`config.mk`:
```
export PLATFORM = sky130hd
export DESIGN_NAME = ps2_arrow_receiver
export DESIGN_NICKNAME = d
export VERILOG_FILES = /design/src/rtl/ps2_pkg.sv /design/src/rtl/ps2_frame_rx.sv /design/src/rtl/ps2_arrow_receiver.sv
export SDC_FILE = /design/constraint.sdc
export NUM_CORES = 1
export LEC_CHECK = 0
export ABC_AREA = 1
export BUFFER_PORTS_ARGS = -buffer_cell sky130_fd_sc_hd__buf_2
export CORE_UTILIZATION = 45
export DETAILED_ROUTE_END_ITERATION = 10
export HOLD_SLACK_MARGIN = 0.05
export PLACE_DENSITY = 0.7
export SETUP_SLACK_MARGIN = 0.4
export SYNTH_ARGS = -nofsm -noshare
export SYNTH_HDL_FRONTEND = slang
export SYNTH_SLANG_ARGS = --single-unit
```
`constraint.sdc`:
```
create_clock -name CLOCK_50 -period 1.39 [get_ports CLOCK_50]
set_input_delay 0.3475 -clock CLOCK_50 [delete_from_list [all_inputs] [get_ports CLOCK_50]]
set_output_delay 0.3475 -clock CLOCK_50 [all_outputs]
set_load 0.05 [all_outputs]
```
`src/rtl/ps2_pkg.sv`:
```
// rtl/ps2_pkg.sv - shared scan codes, state encodings and hit bit indices for the PS/2 arrow receiver
package ps2_pkg;

    localparam logic [7:0] SC_EXT   = 8'hE0;
    localparam logic [7:0] SC_BRK   = 8'hF0;
    localparam logic [7:0] SC_LEFT  = 8'h6B;
    localparam logic [7:0] SC_UP    = 8'h75;
    localparam logic [7:0] SC_RIGHT = 8'h74;
    localparam logic [7:0] SC_DOWN  = 8'h72;

    localparam int HIT_LEFT  = 0;
    localparam int HIT_UP    = 1;
    localparam int HIT_RIGHT = 2;
    localparam int HIT_DOWN  = 3;

    typedef enum logic [1:0] {
        FR_IDLE,
        FR_SHIFT,
        FR_CHECK
    } frame_state_e;

    typedef enum logic [1:0] {
        DEC_BASE,
        DEC_EXT,
        DEC_BRK,
        DEC_EXT_BRK
    } dec_state_e;

    // One-hot key mask in hit_pulse bit order; zero for non-arrow codes.
    function automatic logic [3:0] arrow_onehot(input logic [7:0] code);
        logic [3:0] mask;
        mask = 4'b0000;
        case (code)
            SC_LEFT:  mask[HIT_LEFT]  = 1'b1;
            SC_UP:    mask[HIT_UP]    = 1'b1;
            SC_RIGHT: mask[HIT_RIGHT] = 1'b1;
            SC_DOWN:  mask[HIT_DOWN]  = 1'b1;
            default:  mask = 4'b0000;
        endcase
        return mask;
    endfunction

endpackage

```
`src/rtl/ps2_frame_rx.sv`:
```
// rtl/ps2_frame_rx.sv - PS/2 device-to-host frame deserializer with parity, stop and timeout checks
module ps2_frame_rx
    import ps2_pkg::*;
#(
    parameter int TIMEOUT_CYCLES = 10000,
    parameter int TO_W           = 14
) (
    input  logic       clk_i,
    input  logic       rst_ni,
    input  logic       ps2_clk_i,
    input  logic       ps2_dat_i,
    output logic [7:0] rx_byte_o,
    output logic       rx_valid_o,
    output logic       frame_err_o
);

    localparam logic [TO_W-1:0] TO_LAST = TO_W'(TIMEOUT_CYCLES - 1);

    logic [1:0]      clk_sync_q, dat_sync_q;
    logic            clk_prev_q;
    logic            edge_q, bit_q;
    logic            fall;

    frame_state_e    state_q, state_d;
    logic [3:0]      bitcnt_q, bitcnt_d;
    logic [9:0]      shift_q, shift_d;
    logic [TO_W-1:0] to_q, to_d;
    logic [7:0]      rx_byte_q, rx_byte_d;
    logic            rx_valid_q, rx_valid_d;
    logic            frame_err_q, frame_err_d;

    assign fall = clk_prev_q & ~clk_sync_q[1];

    // Synchronizers idle high so leaving reset never fakes a falling edge.
    always_ff @(posedge clk_i or negedge rst_ni) begin
        if (!rst_ni) begin
            clk_sync_q <= 2'b11;
            dat_sync_q <= 2'b11;
            clk_prev_q <= 1'b1;
            edge_q     <= 1'b0;
            bit_q      <= 1'b1;
        end else begin
            clk_sync_q <= {clk_sync_q[0], ps2_clk_i};
            dat_sync_q <= {dat_sync_q[0], ps2_dat_i};
            clk_prev_q <= clk_sync_q[1];
            edge_q     <= fall;
            if (fall) begin
                bit_q <= dat_sync_q[1];
            end
        end
    end

    always_ff @(posedge clk_i or negedge rst_ni) begin
        if (!rst_ni) begin
            state_q     <= FR_IDLE;
            bitcnt_q    <= 4'd0;
            shift_q     <= 10'd0;
            to_q        <= '0;
            rx_byte_q   <= 8'd0;
            rx_valid_q  <= 1'b0;
            frame_err_q <= 1'b0;
        end else begin
            state_q     <= state_d;
            bitcnt_q    <= bitcnt_d;
            shift_q     <= shift_d;
            to_q        <= to_d;
            rx_byte_q   <= rx_byte_d;
            rx_valid_q  <= rx_valid_d;
            frame_err_q <= frame_err_d;
        end
    end

    always_comb begin
        state_d     = state_q;
        bitcnt_d    = bitcnt_q;
        shift_d     = shift_q;
        to_d        = to_q;
        rx_byte_d   = rx_byte_q;
        rx_valid_d  = 1'b0;
        frame_err_d = 1'b0;
        case (state_q)
            FR_IDLE: begin
                to_d = '0;
                if (edge_q) begin
                    if (!bit_q) begin
                        state_d  = FR_SHIFT;
                        bitcnt_d = 4'd0;
                    end else begin
                        frame_err_d = 1'b1;
                    end
                end
            end
            FR_SHIFT: begin
                if (edge_q) begin
                    to_d     = '0;
                    shift_d  = {bit_q, shift_q[9:1]};
                    bitcnt_d = bitcnt_q + 4'd1;
                    if (bitcnt_q == 4'd9) begin
                        state_d = FR_CHECK;
                    end
                end else if (to_q == TO_LAST) begin
                    // Counter would reach the limit this cycle: abandon the frame.
                    to_d        = '0;
                    frame_err_d = 1'b1;
                    state_d     = FR_IDLE;
                end else begin
                    to_d = to_q + 1'b1;
                end
            end
            FR_CHECK: begin
                if ((^shift_q[8:0]) && shift_q[9]) begin
                    rx_byte_d  = shift_q[7:0];
                    rx_valid_d = 1'b1;
                end else begin
                    frame_err_d = 1'b1;
                end
                state_d = FR_IDLE;
            end
            default: state_d = FR_IDLE;
        endcase
    end

    assign rx_byte_o   = rx_byte_q;
    assign rx_valid_o  = rx_valid_q;
    assign frame_err_o = frame_err_q;

endmodule

```
`src/rtl/ps2_arrow_receiver.sv`:
```
// rtl/ps2_arrow_receiver.sv - PS/2 receiver top: extended arrow make/break decoder and key hit levels
module ps2_arrow_receiver
    import ps2_pkg::*;
#(
    parameter int TIMEOUT_CYCLES = 10000,
    parameter int TO_W           = 14
) (
    input  logic       CLOCK_50,
    input  logic       Reset_b,
    input  logic       PS2_CLK,
    input  logic       PS2_DAT,
    output logic [7:0] rx_byte,
    output logic       rx_valid,
    output logic       frame_err,
    output logic       lefthit,
    output logic       uphit,
    output logic       righthit,
    output logic       downhit,
    output logic [3:0] hit_pulse
);

    dec_state_e dec_q, dec_d;
    logic [3:0] keys_q, keys_d;
    logic [3:0] pulse_q, pulse_d;
    logic [3:0] arrow;

    ps2_frame_rx #(
        .TIMEOUT_CYCLES (TIMEOUT_CYCLES),
        .TO_W           (TO_W)
    ) u_frame_rx (
        .clk_i       (CLOCK_50),
        .rst_ni      (Reset_b),
        .ps2_clk_i   (PS2_CLK),
        .ps2_dat_i   (PS2_DAT),
        .rx_byte_o   (rx_byte),
        .rx_valid_o  (rx_valid),
        .frame_err_o (frame_err)
    );

    assign arrow = arrow_onehot(rx_byte);

    always_ff @(posedge CLOCK_50 or negedge Reset_b) begin
        if (!Reset_b) begin
            dec_q   <= DEC_BASE;
            keys_q  <= 4'b0000;
            pulse_q <= 4'b0000;
        end else begin
            dec_q   <= dec_d;
            keys_q  <= keys_d;
            pulse_q <= pulse_d;
        end
    end

    always_comb begin
        dec_d   = dec_q;
        keys_d  = keys_q;
        pulse_d = 4'b0000;
        if (frame_err) begin
            // A lost byte may have been part of a prefix; resynchronize.
            dec_d = DEC_BASE;
        end else if (rx_valid) begin
            case (dec_q)
                DEC_BASE: begin
                    if (rx_byte == SC_EXT) begin
                        dec_d = DEC_EXT;
                    end else if (rx_byte == SC_BRK) begin
                        dec_d = DEC_BRK;
                    end
                end
                DEC_EXT: begin
                    if (rx_byte == SC_BRK) begin
                        dec_d = DEC_EXT_BRK;
                    end else if (rx_byte != SC_EXT) begin
                        // Typematic repeats keep the level without a fresh pulse.
                        pulse_d = arrow & ~keys_q;
                        keys_d  = keys_q | arrow;
                        dec_d   = DEC_BASE;
                    end
                end
                DEC_BRK: dec_d = DEC_BASE;
                DEC_EXT_BRK: begin
                    keys_d = keys_q & ~arrow;
                    dec_d  = DEC_BASE;
                end
                default: dec_d = DEC_BASE;
            endcase
        end
    end

    assign lefthit   = keys_q[HIT_LEFT];
    assign uphit     = keys_q[HIT_UP];
    assign righthit  = keys_q[HIT_RIGHT];
    assign downhit   = keys_q[HIT_DOWN];
    assign hit_pulse = pulse_q;

endmodule

```
Word level (Yosys, flattened, before mapping)
Cells that the tools add are included.
{"block": "op_classes", "addsub": 2, "n_eq_ne": 23, "n_mux": 40, "bitwise": 8, "n_reduce_logical": 14}
{"op": "$mux W4", "n": 10}
{"op": "$eq A8 B7 Y1 const B", "n": 4}
{"op": "$mux W14", "n": 2}
{"op": "$pmux W14 S2", "n": 1}
{"op": "$mux W2", "n": 11}
{"op": "$eq A8 B8 Y1 const B", "n": 2}
{"op": "$pmux W4 S2", "n": 2}
{"op": "$add A14 B1 Y14 const B", "n": 1}
{"op": "$eq A14 B14 Y1 const B", "n": 1}
{"op": "$mux W1", "n": 11}
{"op": "$reduce_xor A9 Y1", "n": 1}
{"op": "$and A4 B4 Y4", "n": 2}
{"op": "$ne A4 B3 Y1 const B", "n": 2}
{"op": "$ne A8 B8 Y1 const B", "n": 1}
{"op": "$not A4 Y4", "n": 2}
{"op": "$reduce_and A4 Y1", "n": 2}
{"op": "$eq A2 B2 Y1 const B", "n": 3}
{"op": "$ne A2 B2 Y1 const B", "n": 3}
{"op": "$pmux W2 S3", "n": 1}
{"op": "$reduce_bool A2 Y1", "n": 3}
{"op": "$reduce_and A5 Y1", "n": 1}
{"op": "$add A4 B1 Y4 const B", "n": 1}
{"op": "$eq A2 B1 Y1 const B", "n": 2}
{"op": "$eq A4 B4 Y1 const B", "n": 1}
{"op": "13 further kinds", "n": 17}
{"block": "word_totals", "ff_bits": 57, "inputBits": 4}

Logic depth before layout (Yosys ltp)
Gate-level depths: netlist (run 1).
{"block": "logic_depth", "depth_word": 8, "depth_mapped": 11, "mapped_depth_nobuf": 11}

Modules after synthesis
Synthesis (run 1) repeated with hierarchy kept, for this count alone.
{"block": "unflattened", "cells_unflattened": 388, "area_unflattened_um2": 3081.7}
{"module": "ps2_frame_rx", "n_inst": 1, "cells_each": 289, "area_each_um2": 2348.5, "seq_area_each_um2": 1183.6}
{"module": "ps2_arrow_receiver", "n_inst": 1, "cells_each": 99, "area_each_um2": 733.2, "seq_area_each_um2": 250.2}

Worst setup path before layout (run 1)
Ideal clock, no wire load.
{"block": "synth_timing", "path_kind": "flip-flop to flip-flop", "startpoint": "register u_frame_rx.rx_byte_q[6], in the netlist u_frame_rx.rx_byte_o[6]", "endpoint": "register (tool-made name)", "t_arrival_ns": 1.450, "slack_ns": -0.183, "path_stages_with_launch": 9, "synth_period_minus_slack_ns": 1.573, "path_cell_list": "dfrtp_1 -> inv_1 -> nor2_1 -> nand2_1 -> inv_1 -> nand3_1 -> or2_2 -> nand2_1 -> o21ai_1"}
{"element": "start: declaration", "line_no": "ps2_frame_rx.sv:28", "rtl": "logic [7:0] rx_byte_q, rx_byte_d;"}
{"element": "start signal: assignment", "line_no": "ps2_frame_rx.sv:67", "rtl": "rx_byte_q <= rx_byte_d;"}

Worst setup path in the final report (run 1)
{"block": "layout_timing", "startpoint": "register u_frame_rx.to_q[0]", "endpoint": "register u_frame_rx.state_q[0]"}
{"block": "layout_between", "elab_chain_cells": 3}
{"element": "start: declaration", "line_no": "ps2_frame_rx.sv:27", "rtl": "logic [TO_W-1:0] to_q, to_d;"}
{"element": "start signal: assignment", "line_no": "ps2_frame_rx.sv:66", "rtl": "to_q <= to_d;"}
{"element": "$eq A14 B14 Y1", "line_no": "ps2_frame_rx.sv:101", "rtl": "end else if (to_q == TO_LAST) begin"}
{"element": "$ne A3 B1 Y1 (no source line)"}
{"element": "$reduce_and A4 Y1 (no source line)"}
{"element": "end signal: assignment", "line_no": "ps2_frame_rx.sv:63", "rtl": "state_q <= state_d;"}
{"element": "end: declaration", "line_no": "ps2_frame_rx.sv:24", "rtl": "frame_state_e state_q, state_d;"}
Every way passes these cells.
A chain may end at the register's enable or synchronous reset.

==> flow_metrics.env, run 1 <==
export IMPL_outcome="finished, violations left"
export IMPL_violations="setup timing"
export IMPL_synth_seq_area_share_pct=49.8
export IMPL_rsz0062_at_grt="yes"
export IMPL_grt_pass1_wl_um=11900
export IMPL_synth_area_per_cell_um2=8.09
export IMPL_grt_util_all_layers_pct=23.9
export IMPL_max_slew_margin_pct=57.8
export IMPL_worstSetupStartpoint="u_frame_rx.to_q[0]"
export IMPL_finalPower_mw=6.71
export IMPL_setup_ws_ns=-0.143
export IMPL_grt_antenna_before_repair=0
export IMPL_slowest_stage="dfrtp_1"
export IMPL_maxSlewViolCount=0
export IMPL_powerDensity_nw_per_um2=1490
export IMPL_synth_edf_count=0
export IMPL_syn_inst=356
export IMPL_drv_cap=0
export IMPL_cp_arrival_ns=1.76
export IMPL_crit_top_cell="nand2_2"
export IMPL_gp_congestion=0.827
export IMPL_nets=453
export IMPL_setup_viol=32
export IMPL_fmax_ghz=0.652
export IMPL_clock_latency_ns=0.35
export IMPL_initial_core_util_pct=47.5
export IMPL_firstDrtPassIters=5
export IMPL_yosys_warnings=0
export IMPL_die_x_um=82.0
export IMPL_cts_buffer_depth=2
export IMPL_fin_skew_ns=0.0127
export IMPL_post_place_ws_ns=-0.0702
export IMPL_worst_setup_hold_path_clk_slew_ns=0.07
export IMPL_area_delta_synth_final_pct=55.8
export IMPL_cts_htree_levels=3
export IMPL_synth_fp_nets=363
export IMPL_drtIter0Drc=206
export IMPL_crit_chain="ha_2 > nand2_2 > nor2_4 > nand4_1 > nand2_2 > buf_4 > buf_6 > nand3_2"
export IMPL_die_area_um2=6720
export IMPL_yosysUniqueCellTypes=39
export IMPL_wire_per_inst_um=16.4
export IMPL_fp_dieH_um=82.0
export IMPL_end_kind="register"
export IMPL_cts_buffers=9
export IMPL_core_um2=6060
export IMPL_hold_worst_slack_ns=0.100
export IMPL_ff_latch_area_um2=1450
export IMPL_min_path_type="primary input to register"
export IMPL_netlist_area_um2=2880
export IMPL_final_common_cell="nand2_1"
export IMPL_period_share_pct=110
export IMPL_multi_input_area_um2=1770
export IMPL_vias_per_cell=5.43
export IMPL_post_dp_cell_area_um2=3290
export IMPL_crit_type="register to register"
export IMPL_final_cell_mix="nand2_1, dfrtp_1, buf_4"
export IMPL_hold_viol=0
export IMPL_fp_row_count=28
export IMPL_portBuffers=21
export IMPL_synth_area_leader_cell="dfrtp_1"
export IMPL_totalWireLength_um=8620
export IMPL_fill_cells=352
export IMPL_fin_area_um2=4490
export IMPL_grt_overflow=0
export IMPL_cts_sink_count=57
export IMPL_synth_seq_cells=57
export IMPL_cts_tree="built"
export IMPL_r2r_start="u_frame_rx.to_q[0]"
export IMPL_period_minus_slack_ns=1.53
export IMPL_ys_top_cells_by_area="dfrtp_1, nand2_1, dfstp_2"
export IMPL_hpwl_um=3910
export IMPL_slowest_delay_ns=0.37
export IMPL_holdCritStartpoint="PS2_DAT"
export IMPL_cts_root_buffer="clkbuf_8"
export IMPL_drive_gt1_share_pct=51.9
export IMPL_synth_top_area_share_pct=44.3
export IMPL_peakVddDrop_uv=1050
export IMPL_grt_pass1_vias=2668
export IMPL_tightest_slew_ns=0.633
export IMPL_drc=0
export IMPL_num_vias=2854
export IMPL_grt_max_degree=58
export IMPL_synthArstFlopShare_pct=100
export IMPL_p_leak_nw=2.01
export IMPL_final_antenna_net_count=0
export IMPL_antenna_cells=0
export IMPL_ios=22
export IMPL_critPathMaxFanout=5
export IMPL_ys_flop_type="dfrtp_1"
export IMPL_critPathRequiredTime_ns=1.62
export IMPL_start_kind="register"
-- per-layer routing --
metal	part of all wire, %	routed length, um	global-route usage, %
met1	40	3470	28.9
met2	53	4560	39.7
met3	3.8	329	5.44
met4	3.0	257	12.5
met5	0	0	0
-- where the power goes --
group | total [mW] | internal [mW] | switching [mW]
sequential | 2.26 | 1.91 | 0.355
combinational | 2.98 | 1.15 | 1.82
clock | 1.46 | 0.734 | 0.731
total | 6.71 | 3.79 | 2.91
-- cell usage after synthesis, types with 2 or more instances --
| cell | n |
|---|---|
| inv_2 | 7 |
| nor2_4 | 2 |
| o21ai_1 | 5 |
| nand2_2 | 8 |
| inv_1 | 41 |
| nor3b_1 | 2 |
| dfrtp_1 | 51 |
| nand3_2 | 2 |
| nand3_1 | 22 |
| xor2_1 | 2 |
| a21oi_1 | 7 |
| or2_2 | 2 |
| nor2_2 | 5 |
| nand4_1 | 13 |
| nor3_1 | 4 |
| clkbuf_1 | 2 |
| o22ai_1 | 3 |
| dfstp_2 | 6 |
| o21ai_0 | 23 |
| nor4_1 | 3 |
| nor2_1 | 25 |
| nand2_1 | 101 |
| nand4_2 | 2 |
| ha_1 | 3 |
-- worst max-delay path, delay by kind of cell, from the launching register on --
kind,cells,cell delay (ns)
and+or+nand+nor,5,0.62
DFF,1,0.37
buffers and inverters,2,0.24
adders and majority gates,1,0.19
-- repair_timing --
item | in CTS | in global routing
resized for setup | 118 | 64
setup buffers | 25 | 14
pin swaps | 18 | 32
endpoints found under the hold margin | 51 | 0
hold buffers | 1 | 0
setup endpoints to repair | 68 | 68
gates cloned | 3 | 2
-- registers in the layout, indices dropped and copies added (netlist names), named ones only --
register                flops
u_frame_rx.state_q          2
u_frame_rx.bit_q            1
u_frame_rx.clk_sync_q       2
u_frame_rx.shift_q         10
u_frame_rx.frame_err_o      1
u_frame_rx.clk_prev_q       1
u_frame_rx.bitcnt_q         4
u_frame_rx.rx_byte_o        8
u_frame_rx.edge_q           1
hit_pulse                   4
u_frame_rx.dat_sync_q       2
u_frame_rx.rx_valid_o       1
dec_q                       2
u_frame_rx.to_q            14
-- worst paths after layout --
check / slack [ns] / cells past startpoint / to
max in group asynchronous: 0.56 / 3 / u_frame_rx.dat_sync_q[1]
setup / recovery: -0.14 / 8 / u_frame_rx.state_q[0]
hold / removal: 0.10 / 1 / u_frame_rx.dat_sync_q[0]
hold reg to reg: 0.36 / 0 / u_frame_rx.dat_sync_q[1]
setup reg to reg: -0.14 / 8 / u_frame_rx.state_q[0]
min in group asynchronous: 0.53 / 3 / u_frame_rx.to_q[12]
-- cell families after synthesis --
logic type                 synth area share (%)
DFF                                        49.8
and+or+nand+nor                            31.7
adders and majority gates                  1.30
AOI/OAI and AO/OA                          9.52
buffers and inverters                      7.08
xor gates and xnor gates                  0.609
-- area by class of cell --
| type | count | area share (%) |
|---|---|---|
| repair inverters | 1 | 0.112 |
| repair buffers | 78 | 17.5 |
| clock inverters | 5 | 0.669 |
| multi-input cells | 250 | 39.4 |
| inverters | 49 | 4.60 |
| well taps | 75 | 2.09 |
| flip-flops and latches | 57 | 32.3 |
| clock buffers | 11 | 3.37 |
-- through the flow --
step / instances / TNS [ns] / util, %
4_1_cts: 510 / -0.225 / 67.9
5_1_grt: 526 / -4.95 / 74.0
3_5_place_dp: 465 / -0.196 / 54.3
3_3_place_gp: 465 / -0.0233 / 54.3
6_report: 526 / -2.32 / 74.0
2_1_floorplan: 356 / 0 / -
(Power assumes the default switching activity.)
==> inputs of run 2 (changes only) <==
--- a/config.mk
+++ b/config.mk
@@ -11,7 +11,9 @@
 export DETAILED_ROUTE_END_ITERATION = 10
 export HOLD_SLACK_MARGIN = 0.05
 export PLACE_DENSITY = 0.7
+export RECOVER_POWER = 25
 export SETUP_SLACK_MARGIN = 0.4
+export SLEW_MARGIN = 0
 export SYNTH_ARGS = -nofsm -noshare
 export SYNTH_HDL_FRONTEND = slang
 export SYNTH_SLANG_ARGS = --single-unit
==> run 2 against run 1 <==
Fmax shrank 0.65%. Clock skew is essentially flat. Routed wire length is essentially flat. Total power is essentially flat. Sequential share of layout area grew 0.090 points. The run still ends with setup timing left. Count of clock-buffer cells in the layout is the same. Final area shrank 0.28%. Highest routed layer unchanged. Register-to-register slack is essentially flat.
==> flow_metrics.env, run 2 (synthesized netlist as in run 1, its figures left out) <==
export IMPL_critPathRequiredTime_ns=1.62
export IMPL_fp_row_count=28
export IMPL_drtIter0Drc=210
export IMPL_fmax_ghz=0.648
export IMPL_largest_register_ffs=14
export IMPL_setup_ws_ns=-0.153
export IMPL_max_slew_margin_pct=48.4
export IMPL_grt_overflow=0
export IMPL_hpwl_um=3910
export IMPL_wire_per_inst_um=16.4
export IMPL_period_share_pct=111
export IMPL_crit_type="register to register"
export IMPL_outcome="finished, violations left"
export IMPL_totalWireLength_um=8620
export IMPL_powerDensity_nw_per_um2=1500
export IMPL_grt_util_all_layers_pct=23.9
export IMPL_power_frac_seq_pct=33.8
export IMPL_cts_root_buffer="clkbuf_8"
export IMPL_cts_tree="built"
export IMPL_final_antenna_net_count=0
export IMPL_p_leak_nw=2.00
export IMPL_die_x_um=82.0
export IMPL_fp_dieH_um=82.0
export IMPL_cts_buffer_depth=2
export IMPL_drc=0
export IMPL_critPathMaxFanout=5
export IMPL_die_area_um2=6720
export IMPL_pwr_share_comb_pct=44.4
export IMPL_fin_skew_ns=0.0127
export IMPL_vias_per_cell=5.42
export IMPL_cts_buffers=9
export IMPL_drive_gt1_share_pct=51.9
export IMPL_cts_htree_levels=3
export IMPL_end_kind="register"
export IMPL_gp_congestion=0.827
export IMPL_hold_worst_slack_ns=0.101
export IMPL_final_common_cell="nand2_1"
export IMPL_finalPower_mw=6.70
export IMPL_p_sw_mw=2.91
export IMPL_num_vias=2853
export IMPL_portBuffers=21
export IMPL_violations="setup timing"
export IMPL_cts_sink_count=57
export IMPL_tightest_slew_ns=0.773
export IMPL_setup_viol=32
export IMPL_placed_cells=465
export IMPL_min_path_type="primary input to register"
export IMPL_peakVddDrop_uv=1050
export IMPL_rrSetupSlack_ns=-0.15
export IMPL_clock_latency_ns=0.35
export IMPL_drv_cap=0
export IMPL_grt_antenna_before_repair=0
export IMPL_layoutNonFillerInstCount=526
export IMPL_initial_core_util_pct=47.5
export IMPL_grt_max_degree=58
export IMPL_cp_arrival_ns=1.77
export IMPL_internal_power_mw=3.79
export IMPL_rsz0062_at_grt="yes"
export IMPL_core_um2=6060
export IMPL_antenna_cells=0
export IMPL_switching_share_pct=43.4
export IMPL_grt_pass1_vias=2668
export IMPL_ios=22
export IMPL_nets=453
export IMPL_grt_pass1_wl_um=11900
export IMPL_period_minus_slack_ns=1.54
export IMPL_firstDrtPassIters=7
export IMPL_maxSlewViolCount=0
export IMPL_final_cell_mix="nand2_1, dfrtp_1, buf_4"
export IMPL_largest_register="u_frame_rx.to_q"
export IMPL_worst_setup_hold_path_clk_slew_ns=0.07
export IMPL_hold_viol=0
export IMPL_final_util_pct=73.8
export IMPL_post_place_ws_ns=-0.0702
export IMPL_area_delta_synth_final_pct=55.4
export IMPL_start_kind="register"
export IMPL_p_clk_share_pct=21.8
run 2: cell types whose count changed in the layout (fill, tap and decap cells not counted), sizes merged:
cell / previous run / this run
buf: 77 / 76
clkbuf: 11 / 12
run 2: layout make-up:
cell class / instances / area [um^2]
Fill cell: 354 / 1590
Inverter: 49 / 206
Sequential cell: 57 / 1450
Tap cell: 75 / 93.8
Clock inverter: 5 / 30.0
Timing Repair inverter: 1 / 5.00
Clock buffer: 11 / 151
Multi-Input combinational cell: 250 / 1770
Timing Repair Buffer: 78 / 771
run 2: stage by stage:
stage / setup TNS [ns] / area, um^2
global placement: -0.0233 / 3290
global route: -5.96 / 4470
floorplan: 0 / 2990
detailed placement: -0.196 / 3290
CTS: -0.225 / 4110
finish: -2.47 / 4470
run 2: path summary, 6_finish.rpt:
| path | endpoint | startpoint | cells after the start |
|---|---|---|---|
| setup / recovery | u_frame_rx.state_q[0] | u_frame_rx.to_q[0] | 8 |
| hold reg to reg | u_frame_rx.dat_sync_q[1] | u_frame_rx.dat_sync_q[0] | 0 |
| max in group asynchronous | u_frame_rx.shift_q[4] | Reset_b | 3 |
| hold / removal | u_frame_rx.dat_sync_q[0] | PS2_DAT | 1 |
| setup reg to reg | u_frame_rx.state_q[0] | u_frame_rx.to_q[0] | 8 |
| min in group asynchronous | u_frame_rx.to_q[12] | Reset_b | 3 |
run 2: power groups by stage:
stage | clock, mW | sequential [mW] | combinational [mW]
2_1_floorplan | 0 | 2.16 | 1.37
3_3_place_gp | 0 | 2.21 | 1.78
3_5_place_dp | 0 | 2.22 | 1.82
4_1_cts | 1.45 | 2.21 | 2.43
5_1_grt | 1.54 | 2.30 | 3.23
6_report | 1.46 | 2.26 | 2.97
run 2: layer usage:
| metal | share of wire [%] | global-route usage (%) | up-vias |
|---|---|---|---|
| li1 | - | - | 1356 |
| met1 | 41 | 28.9 | 1388 |
| met2 | 53 | 39.7 | 86 |
| met3 | 3.4 | 5.44 | 23 |
| met4 | 3.0 | 12.5 | 0 |
| met5 | 0 | 0 | - |
run 2: critical path, cell delays in order, from the launching register on:
cell and delay, ns:
dfrtp_1 0.38, ha_2 0.20, nand2_2 0.08, nor2_4 0.15, nand4_1 0.14, nand2_2 0.19, buf_4 0.14, buf_6 0.10
nand3_2 0.06
run 2: what timing repair did:
item | CTS | global route
setup endpoints to repair | 68 | 68
hold endpoints to repair | 51 | 0
setup buffers | 25 | 14
resized for setup | 118 | 64
cloned | 3 | 2
pin swaps | 18 | 32
hold buffers | 1 | 0
